## src/rtl/rc5_key_sched_ctrl_pkg.sv

```systemverilog
// Shared types, RC5 magic constants and size derivations for the key-schedule controller.
package rc5_key_sched_ctrl_pkg;

  typedef enum logic [2:0] {
    IDLE   = 3'd0,
    LOAD_L = 3'd1,
    INIT_S = 3'd2,
    MIX_RD = 3'd3,
    MIX_A  = 3'd4,
    MIX_B  = 3'd5,
    DONE   = 3'd6
  } state_e;

  localparam logic [31:0] RC5_P32 = 32'hB7E15163;
  localparam logic [31:0] RC5_Q32 = 32'h9E3779B9;

  function automatic int rc5_t(input int rounds);
    return 2 * (rounds + 1);
  endfunction

  // An empty key still needs one L word.
  function automatic int rc5_c(input int key_bytes, input int word_bytes);
    return (key_bytes == 0) ? 1 : key_bytes / word_bytes;
  endfunction

  function automatic int rc5_max(input int x, input int y);
    return (x > y) ? x : y;
  endfunction

  function automatic int rc5_aw(input int depth);
    return (depth > 1) ? $clog2(depth) : 1;
  endfunction

endpackage

```

## src/rtl/rc5_key_sched_ctrl_rotl.sv

```systemverilog
// Combinational w-bit rotate-left by a variable amount.
module rc5_rotl #(
  parameter int W = 32
) (
  input  logic [W-1:0]         din,
  input  logic [$clog2(W)-1:0] amt,
  output logic [W-1:0]         dout
);

  logic [2*W-1:0] dbl_s;

  // The upper half of the shifted doubled word is the rotated value.
  always_comb begin
    dbl_s = {din, din} << amt;
    dout  = dbl_s[2*W-1:W];
  end

endmodule

```

## src/rtl/rc5_key_sched_ctrl.sv

```systemverilog
// RC5 key expansion sequencer: loads L from key bytes, initialises S, then mixes S and L.
module rc5_key_sched_ctrl
  import rc5_key_sched_ctrl_pkg::*;
#(
  parameter int           w  = 32,
  parameter int           u  = 4,
  parameter int           b  = 16,
  parameter int           r  = 12,
  parameter logic [w-1:0] pW = w'(RC5_P32),
  parameter logic [w-1:0] qW = w'(RC5_Q32)
) (
  input  logic                               clk1,
  input  logic                               rst,
  input  logic                               start,
  output logic [rc5_aw(b)-1:0]               key_address,
  input  logic [7:0]                         key_sub_i,
  output logic [rc5_aw(rc5_c(b, u))-1:0]     L_address,
  output logic                               L_we,
  output logic [w-1:0]                       L_sub_i_prima,
  input  logic [w-1:0]                       L_sub_i,
  output logic [rc5_aw(rc5_t(r))-1:0]        S_address,
  output logic                               S_we,
  output logic [w-1:0]                       S_sub_i_prima,
  input  logic [w-1:0]                       S_sub_i,
  output logic                               busy,
  output logic                               done
);

  localparam int t  = rc5_t(r);
  localparam int c  = rc5_c(b, u);
  localparam int n  = 3 * rc5_max(t, c);
  localparam int KW = rc5_aw(b);
  localparam int LW = rc5_aw(c);
  localparam int SW = rc5_aw(t);
  localparam int NW = rc5_aw(n);
  localparam int RW = $clog2(w);

  state_e        state_q, state_d;
  logic [w-1:0]  a_q, a_d;
  logic [w-1:0]  bw_q, bw_d;
  logic [w-1:0]  acc_q, acc_d;
  logic [w-1:0]  lcap_q, lcap_d;
  logic [w-1:0]  sum_q, sum_d;
  logic [KW-1:0] k_q, k_d;
  logic [SW-1:0] i_q, i_d;
  logic [LW-1:0] j_q, j_d;
  logic [NW-1:0] it_q, it_d;

  logic [w-1:0]  ab_sum_s;
  logic [w-1:0]  rot_in_s;
  logic [w-1:0]  rot_out_s;
  logic [RW-1:0] rot_amt_s;
  logic [SW-1:0] i_inc_s;
  logic [LW-1:0] j_inc_s;

  // One rotator serves both halves of an iteration: fixed 3 in MIX_A, A+B in MIX_B.
  always_comb begin
    ab_sum_s = a_q + bw_q;
    if (state_q == MIX_A) begin
      rot_in_s  = S_sub_i + ab_sum_s;
      rot_amt_s = RW'(3);
    end else begin
      rot_in_s  = lcap_q + ab_sum_s;
      rot_amt_s = ab_sum_s[RW-1:0];
    end
    i_inc_s = (i_q == SW'(t - 1)) ? '0 : i_q + SW'(1);
    j_inc_s = (j_q == LW'(c - 1)) ? '0 : j_q + LW'(1);
  end

  rc5_rotl #(
    .W (w)
  ) u_rotl (
    .din  (rot_in_s),
    .amt  (rot_amt_s),
    .dout (rot_out_s)
  );

  // Next state, datapath updates and key/L/S port drive for the current state.
  always_comb begin
    state_d       = state_q;
    a_d           = a_q;
    bw_d          = bw_q;
    acc_d         = acc_q;
    lcap_d        = lcap_q;
    sum_d         = sum_q;
    k_d           = k_q;
    i_d           = i_q;
    j_d           = j_q;
    it_d          = it_q;
    key_address   = '0;
    L_address     = '0;
    L_we          = 1'b0;
    L_sub_i_prima = '0;
    S_address     = '0;
    S_we          = 1'b0;
    S_sub_i_prima = '0;
    busy          = (state_q != IDLE);
    done          = (state_q == DONE);

    case (state_q)
      IDLE: begin
        if (start) begin
          state_d = LOAD_L;
          a_d     = '0;
          bw_d    = '0;
          acc_d   = '0;
          sum_d   = pW;
          k_d     = KW'(b - 1);
          i_d     = '0;
          j_d     = '0;
          it_d    = '0;
        end else begin
          state_d = IDLE;
        end
      end

      // Bytes arrive high index first, so each finished word is little-endian.
      LOAD_L: begin
        key_address = k_q;
        acc_d       = {acc_q[w-9:0], key_sub_i};
        if ((int'(k_q) % u) == 0) begin
          L_we          = 1'b1;
          L_address     = LW'(int'(k_q) / u);
          L_sub_i_prima = acc_d;
        end else begin
          L_we = 1'b0;
        end
        if (k_q == '0) begin
          state_d = INIT_S;
        end else begin
          k_d = k_q - KW'(1);
        end
      end

      INIT_S: begin
        S_we          = 1'b1;
        S_address     = i_q;
        S_sub_i_prima = sum_q;
        sum_d         = sum_q + qW;
        if (i_q == SW'(t - 1)) begin
          state_d = MIX_RD;
          i_d     = '0;
        end else begin
          i_d = i_q + SW'(1);
        end
      end

      MIX_RD: begin
        S_address = i_q;
        L_address = j_q;
        state_d   = MIX_A;
      end

      // S[i] and L[j] read data are both valid this cycle; L is held for MIX_B.
      MIX_A: begin
        S_we          = 1'b1;
        S_address     = i_q;
        S_sub_i_prima = rot_out_s;
        L_address     = j_q;
        a_d           = rot_out_s;
        lcap_d        = L_sub_i;
        state_d       = MIX_B;
      end

      MIX_B: begin
        L_we          = 1'b1;
        L_address     = j_q;
        L_sub_i_prima = rot_out_s;
        bw_d          = rot_out_s;
        i_d           = i_inc_s;
        j_d           = j_inc_s;
        if (it_q == NW'(n - 1)) begin
          state_d = DONE;
        end else begin
          it_d    = it_q + NW'(1);
          state_d = MIX_RD;
        end
      end

      DONE: begin
        state_d = IDLE;
      end

      default: begin
        state_d = IDLE;
      end
    endcase
  end

  // State and datapath registers; reset abandons any expansion in flight.
  always_ff @(posedge clk1 or posedge rst) begin
    if (rst) begin
      state_q <= IDLE;
      a_q     <= '0;
      bw_q    <= '0;
      acc_q   <= '0;
      lcap_q  <= '0;
      sum_q   <= '0;
      k_q     <= '0;
      i_q     <= '0;
      j_q     <= '0;
      it_q    <= '0;
    end else begin
      state_q <= state_d;
      a_q     <= a_d;
      bw_q    <= bw_d;
      acc_q   <= acc_d;
      lcap_q  <= lcap_d;
      sum_q   <= sum_d;
      k_q     <= k_d;
      i_q     <= i_d;
      j_q     <= j_d;
      it_q    <= it_d;
    end
  end

endmodule

```

## config.mk

```make
export PLATFORM = sky130hd
export DESIGN_NAME = rc5_key_sched_ctrl
export DESIGN_NICKNAME = d
export VERILOG_FILES = /design/src/rtl/rc5_key_sched_ctrl_pkg.sv /design/src/rtl/rc5_key_sched_ctrl_rotl.sv /design/src/rtl/rc5_key_sched_ctrl.sv
export SDC_FILE = /design/constraint.sdc
export NUM_CORES = 1
export LEC_CHECK = 0
export ABC_AREA = 1
export CAP_MARGIN = 5
export CORE_MARGIN = 2
export CORE_UTILIZATION = 35
export CTS_CLUSTER_DIAMETER = 120
export DETAILED_ROUTE_END_ITERATION = 10
export PLACE_DENSITY = 0.53
export SLEW_MARGIN = 20
export SYNTH_ARGS = -nofsm -noshare
export SYNTH_HDL_FRONTEND = slang
export SYNTH_HIERARCHICAL = 1
export SYNTH_SLANG_ARGS = --single-unit
```

## constraint.sdc

```tcl
create_clock -name clk1 -period 8.1 [get_ports clk1]
set_input_delay 2.025 -clock clk1 [delete_from_list [all_inputs] [get_ports clk1]]
set_output_delay 2.025 -clock clk1 [all_outputs]
set_load 0.02 [all_outputs]
```

==> results of run 1 <==
## sequential cells by signal, indices dropped and copies added, names as in the netlist
signal / count
a_q: 32
acc_q: 24
bw_q: 32
i_q: 5
it_q: 7
j_q: 2
k_q: 4
lcap_q: 32
state_q: 3
sum_q: 32
## layout make-up
type	instances	area [sq um]	area share [%]
repair buffers	202	2030	11.3
flip-flops and latches	173	4330	24.1
multi-input cells	1719	9390	52.2
clock inverters	14	154	0.855
clock buffers	18	429	2.39
inverters	256	976	5.42
well taps	546	683	3.80
## per-layer routing
layer | vias to the layer above | GRT usage [%] | share of wire (%)
met5 | - | 0 | 0
met4 | 0 | 8.62 | 2.7
met3 | 60 | 4.38 | 5.6
met2 | 496 | 39.4 | 45
met1 | 7406 | 35.3 | 47
li1 | 7664 | - | -
## worst max-delay path, stage by stage
cell	delay (ns)
clkdlybuf4s50_1	0.45
nand2_1	0.05
nand2_1	0.14
ha_1	0.30
a21oi_1	0.27
a21boi_0	0.33
nand2_1	0.17
o21bai_1	0.20
xor2_1	0.28
nand2_1	0.16
nand3_2	0.15
nand3_2	0.09
nand3_1	0.14
nand3_1	0.09
nand2_1	0.11
inv_1	0.13
o22ai_1	0.31
dlygate4sd2_1	0.39
## worst paths after layout
path	startpoint	endpoint
min in group asynchronous	rst	i_q[2]
worst min register to register	lcap_q[14]	lcap_q[14]
max in group asynchronous	rst	bw_q[21]
worst max register to register	bw_q[0]	a_q[16]
worst min-delay path	lcap_q[14]	lcap_q[14]
worst max-delay path	S_sub_i[17]	S_sub_i_prima[19]
## Yosys cell counts, drive strengths merged, types with 31 or more instances
cell type,n,area (sq um)
a21oi,83,415
buf,54,365
nand2,689,2820
nand3,359,2230
nor2,145,603
xor2,39,342
clkbuf,31,116
ha,75,938
inv,256,971
o21ai,141,706
o22ai,94,588
dfrtp,173,4330
## logic make-up (layout without fill, tap and decap cells)
logic type | after synthesis | after routing
AND/OR/NAND/NOR | 1243 | 1243
AO/OA/AOI/OAI | 354 | 354
buffers and inverters | 341 | 490
flip-flops | 173 | 173
adder cells (fa/ha/maj) | 77 | 77
XOR/XNOR | 45 | 45
## what timing repair did
item                                   in CTS  in global routing
gates cloned                                0                  0
pin swaps                                   0                  1
gates resized for setup                    11                 71
setup endpoints to repair                  47                 64
endpoints found under the hold margin       0                  0
## layout by cell type (no fill, tap or decap), types with 3 or more instances in the layout
cell type / synthesis / final
nand2b_1: 3 / 3
nand3_1: 273 / 273
dfrtp_1: 173 / 173
nand4_1: 16 / 16
a21boi_0: 4 / 4
ha_1: 75 / 73
inv_8: 1 / 4
a31oi_1: 4 / 4
dlygate4sd2_1: 0 / 4
dlymetal6s2s_1: 0 / 58
clkbuf_16: 0 / 17
buf_4: 11 / 49
inv_6: 0 / 3
a21o_1: 5 / 5
nor2_2: 2 / 3
o21a_1: 4 / 4
clkdlybuf4s50_1: 0 / 89
xor2_1: 39 / 36
nor3_1: 15 / 14
o21ai_1: 8 / 9
nor2_4: 5 / 6
inv_1: 246 / 245
inv_2: 8 / 8
nand3_2: 85 / 85
nand3b_1: 3 / 3
nor2_1: 137 / 135
o21ai_0: 133 / 129
o22ai_1: 94 / 94
o21bai_1: 13 / 12
nand2_1: 656 / 656
clkinv_8: 0 / 4
a21oi_1: 83 / 81
xor2_2: 0 / 3
nor4_1: 7 / 7
xnor2_1: 6 / 6
nand2_4: 30 / 31
o21ai_2: 0 / 3
## through the flow
stage / area (sq um) / hold slack, ns
6_report: 18000 / 0.475
3_5_place_dp: 17200 / 0.460
2_1_floorplan: 15100 / 0.443
3_3_place_gp: 17200 / 0.456
5_1_grt: 18000 / 0.496
4_1_cts: 17800 / 0.478
==> reports/qor.txt, run 1 <==
Post-Syn Nets = 2385
Post-synthesis mux area share = 0%
Reg2Reg Depth = 30
Cts hold-fix bufs = 0
Die width = 212 microns
Ports = 154
Total routed wirelength = 55500 microns
Setup TNS = 0 ns
Longest Clk Path Bufs = 2
Fin crit share = 96.4%
DR iter-0 viols = 1178
Initial Utilization = 35.3%
R2r setup slk = 2.96 ns
CTS root buffer = clkbuf_16
# diodes = 0
First-pass GRT wire length = 86100 microns
Die Area = 0.0448 sq mm
Clk slew on worst S/H paths = 0.06 ns
Number of synthesized flops with an enable pin = 0
XOR/XNOR Fraction of Synth Area = 2.61%
DRC Markers = 0
Worst Hold Class = reg -> reg
Sequential area share after synthesis = 28.7%
H-tree levels = 4
CTS Sinks = 173
# setup viols final = 0
Slew margin rel. = 28.7%
# nets final = 2521
Synth Flop Type = dfrtp_1
Setup Skew = 0.0167 ns
Final min period = 7.81 ns
Largest net degree at the start of global routing = 67
Critical Path Fanout Max = 5
DIE HEIGHT = 212 microns
Worst skew pair latency = 0.50 ns
Register bit count reported by yosys = 173
Compound-cell area share of the yosys netlist = 13.1%
Via density = 5.34
Site Rows = 76
Count of different cell masters after synthesis = 47
Crit Path Class = in -> out
Simple-Gate Fraction of Synth Area = 39.5%
Filler cells = 4548
Initial antenna violation count = 0
Hold depth = 2
Total congestion overflow = 0
Fin. Hold Viols = 0
DR pass1 iterations = 5
Synth Instances = 2233
Main combinational cell family by area after synthesis = simple AND/OR/NAND/NOR gates
F_max = 128 MHz
Detail Route Antenna Nets = 0
Vias in the first global route = 14.8k
CP Capture Type = output pin
WP data required = 6.08 ns
Overall routing resource usage = 25.3%
CP Data Arrival Time = 5.78 ns
Placed Cells = 2896
Layout cells sized above 1 = 9.95%
Ys Warns = 6
Startpoint Class = input pin
Avg Synthesized Cell Area = 6.76 sq um
Wire per inst = 19.0 microns
Fin worst setup slack = 0.293 ns
Syn Std Cell Area = 0.0151 sq mm
Final core utilization = 42.0%
GPL Wtd Cong = 0.934
Post CTS Setup Buffer Count = 0
Post-detail-place hpwl = 42900 microns
Finished Layout Cells = 2928
CTS tree = done
Max-Cap Viols = 0
Layout area overhead = 19.2%
Setup WS pre-CTS = -0.0350 ns
Max Slew Vio Count = 0
Adder-cell share of the synthesized area = 6.48%
Outcome = finished, final reports clean
Via Count = 15.6k
PortBufs = 153
Measured slew at the worst slew-check pin = 1.07 ns
Ys async rst share = 100%
Num CTS Buffers = 17
Core region area = 0.0428 sq mm
Power of run 1 is not shown: default switching activity piles up to over one toggle a cycle in this logic, so the estimate is an artifact.
==> run 2: changes to the inputs <==
--- a/config.mk
+++ b/config.mk
@@ -6,11 +6,13 @@
 export NUM_CORES = 1
 export LEC_CHECK = 0
 export ABC_AREA = 1
+export ABC_CLOCK_PERIOD_IN_PS = 8100
 export CAP_MARGIN = 5
 export CORE_MARGIN = 2
 export CORE_UTILIZATION = 35
 export CTS_CLUSTER_DIAMETER = 120
 export DETAILED_ROUTE_END_ITERATION = 10
+export MAX_ROUTING_LAYER = met4
 export PLACE_DENSITY = 0.53
 export SLEW_MARGIN = 20
 export SYNTH_ARGS = -nofsm -noshare
==> run 2 against run 1 <==
Net effect: sequential cell count unchanged; critical endpoint is now S_sub_i_prima[30]; register-to-register slack improved by 0.07 ns; cell count decreased by 0.10%.
==> reports/qor.txt, run 2 (synthesized netlist as in run 1, its figures left out) <==
Via density = 5.26 (-1.4%)
GPL Wtd Cong = 0.931 (-0.29%)
Total congestion overflow = 0 (unchanged)
Core region area = 0.0428 sq mm (unchanged)
Overall routing resource usage = 26.1% (+0.82 points)
CTS root buffer = clkbuf_16
Max-Cap Viols = 0 (unchanged)
Met3 wire len = 2830 microns (-9.1%)
Metal2 WL = 24500 microns (-1.2%)
Finished Cell Area = 0.0180 sq mm (unchanged)
Via Count = 15.4k (-1.5%)
Most frequent cells in the layout = 656 x nand2_1, 273 x nand3_1, 245 x inv_1
Final min period = 7.86 ns (+0.0572 ns)
# setup viols final = 0 (unchanged)
Final core utilization = 42.0% (unchanged)
Initial antenna violation count = 0 (unchanged)
Measured slew at the worst slew-check pin = 1.06 ns (-0.00613 ns)
F_max = 127 MHz (-0.73%)
# diodes = 0 (unchanged)
Initial Utilization = 35.3% (unchanged)
Worst Hold Class = reg -> reg
Hold depth = 2 (unchanged)
Finished Layout Cells = 2925 (-0.10%)
Outcome = finished, final reports clean
Fin crit share = 97.1% (+0.71 points)
Ports = 154 (unchanged)
Placed Cells = 2893 (-0.10%)
Layout area overhead = 19.2% (unchanged)
Reg2Reg Depth = 24 (-20%)
Post CTS Setup Buffer Count = 0 (unchanged)
Clk slew on worst S/H paths = 0.07 ns (about the same)
Largest net degree at the start of global routing = 70 (+4.5%)
Met1 WL = 26600 microns (+1.7%)
Critical path's slowest cell = clkdlybuf4s50_1
Total routed wirelength = 55500 microns (about the same)
Die width = 212 microns (unchanged)
DIE HEIGHT = 212 microns (unchanged)
Most common cell after layout, fill and taps aside = nand2_1
Max Slew Vio Count = 0 (unchanged)
CP Data Arrival Time = 5.84 ns (+0.06 ns)
CP Capture Type = output pin
Most frequent CP cell = nand2_1
Startpoint Class = input pin
First-pass GRT wire length = 86600 microns (+0.58%)
Max Used Layer = met4
Filler cells = 4531 (-0.37%)
WP data required = 6.08 ns (about the same)
DR iter-0 viols = 1197 (+1.6%)
CTS tree = done
DRC Markers = 0 (unchanged)
Fin. Hold Viols = 0 (unchanged)
Post-detail-place hpwl = 43200 microns (+0.75%)
Layout cells sized above 1 = 9.75% (-0.20 points)
DR pass1 iterations = 6 (+1)
# nets final = 2518 (-0.12%)
Site Rows = 76 (unchanged)
Worst skew pair latency = 0.47 ns (-0.03 ns)
Slew margin rel. = 29.1% (+0.41 points)
Wire per inst = 19.0 microns (+0.12%)
PortBufs = 153 (unchanged)
RSZ-0062 raised after global routing = false
Max stage delay on crit path = 0.40 ns (-0.05 ns)
Detail Route Antenna Nets = 0 (unchanged)
Crit Path Class = in -> out
Die Area = 0.0448 sq mm (unchanged)
Cell chain of the critical path = clkdlybuf4s50_1 > nand2_1 > nand2_1 > ha_1 > fa_1 > nand3_1 > nand2_1 > nand2_1 > nand2_1 > nand3_1 > nand2_1 > nand2_1 > nand2_1 > xor2_1 > nand2_1 > nand3_1 > nand3_2 > nand3_1 > nand3_1 > nand2_1 > inv_1 > o22ai_1 > clkdlybuf4s15_1
Setup Skew = 0.0136 ns (-0.00307 ns)
Critical Path Fanout Max = 4 (-1)
CTS Sinks = 173 (unchanged)
Cts hold-fix bufs = 0 (unchanged)
Longest Clk Path Bufs = 2 (unchanged)
Vias in the first global route = 15.0k (+1.4%)
Area post-placement = 0.0172 sq mm (-0.13%)
H-tree levels = 4 (unchanged)
Num CTS Buffers = 17 (unchanged)
-- run 2: timing repair --
item | CTS | global route
pin swaps | 0 | 1
gates resized for setup | 9 | 71
endpoints found under the setup margin | 64 | 64
-- run 2: layout make-up --
| class | instances | area [sq um] | share of cell area, % |
|---|---|---|---|
| Clock buffer | 20 | 457 | 2.54 |
| Clock inverter | 12 | 138 | 0.765 |
| Inverter | 256 | 976 | 5.42 |
| Multi-Input combinational cell | 1719 | 9380 | 52.1 |
| Sequential cell | 173 | 4330 | 24.1 |
| Tap cell | 546 | 683 | 3.80 |
| Timing Repair Buffer | 199 | 2030 | 11.3 |
-- run 2: critical path: cells and delay by family --
kind,cells,cell delay [ns]
buf+inv,3,0.92
compound gates,1,0.32
fa+ha+maj,2,0.63
simple gates,16,1.74
xor+xnor,1,0.21
-- run 2: metal layers --
metal | global-route usage [%] | vias to the layer above
met5 | - | -
met4 | 8.84 | 0
met3 | 4.01 | 72
met2 | 39.8 | 461
met1 | 35.4 | 7200
li1 | - | 7655
-- run 2: through the flow --
step	setup TNS, ns	setup slack [ns]	hold WS (ns)
floorplan	0	1.37	0.443
global placement	-0.111	-0.111	0.456
detailed placement	-0.225	-0.111	0.460
CTS	0	0.0194	0.478
global route	0	0.000149	0.494
finish	0	0.235	0.473
-- run 2: final timing paths --
kind,from,endpoint,slack [ns]
setup / recovery,S_sub_i[0],S_sub_i_prima[30],0.24
hold / removal,lcap_q[5],lcap_q[5],0.47
setup reg to reg,a_q[5],bw_q[14],3.03
hold reg to reg,lcap_q[5],lcap_q[5],0.47
max in group asynchronous,rst,sum_q[19],4.75
min in group asynchronous,rst,i_q[1],1.97
Power of run 2 is left out for the same reason.
==> run 3: changes to the inputs <==
--- a/config.mk
+++ b/config.mk
@@ -6,7 +6,6 @@
 export NUM_CORES = 1
 export LEC_CHECK = 0
 export ABC_AREA = 1
-export ABC_CLOCK_PERIOD_IN_PS = 8100
 export CAP_MARGIN = 5
 export CORE_MARGIN = 2
 export CORE_UTILIZATION = 35
==> results of run 3 <==
The final DEF is identical to that of run 2; final timing and power are the same.
Power of run 3 is left out for the same reason.
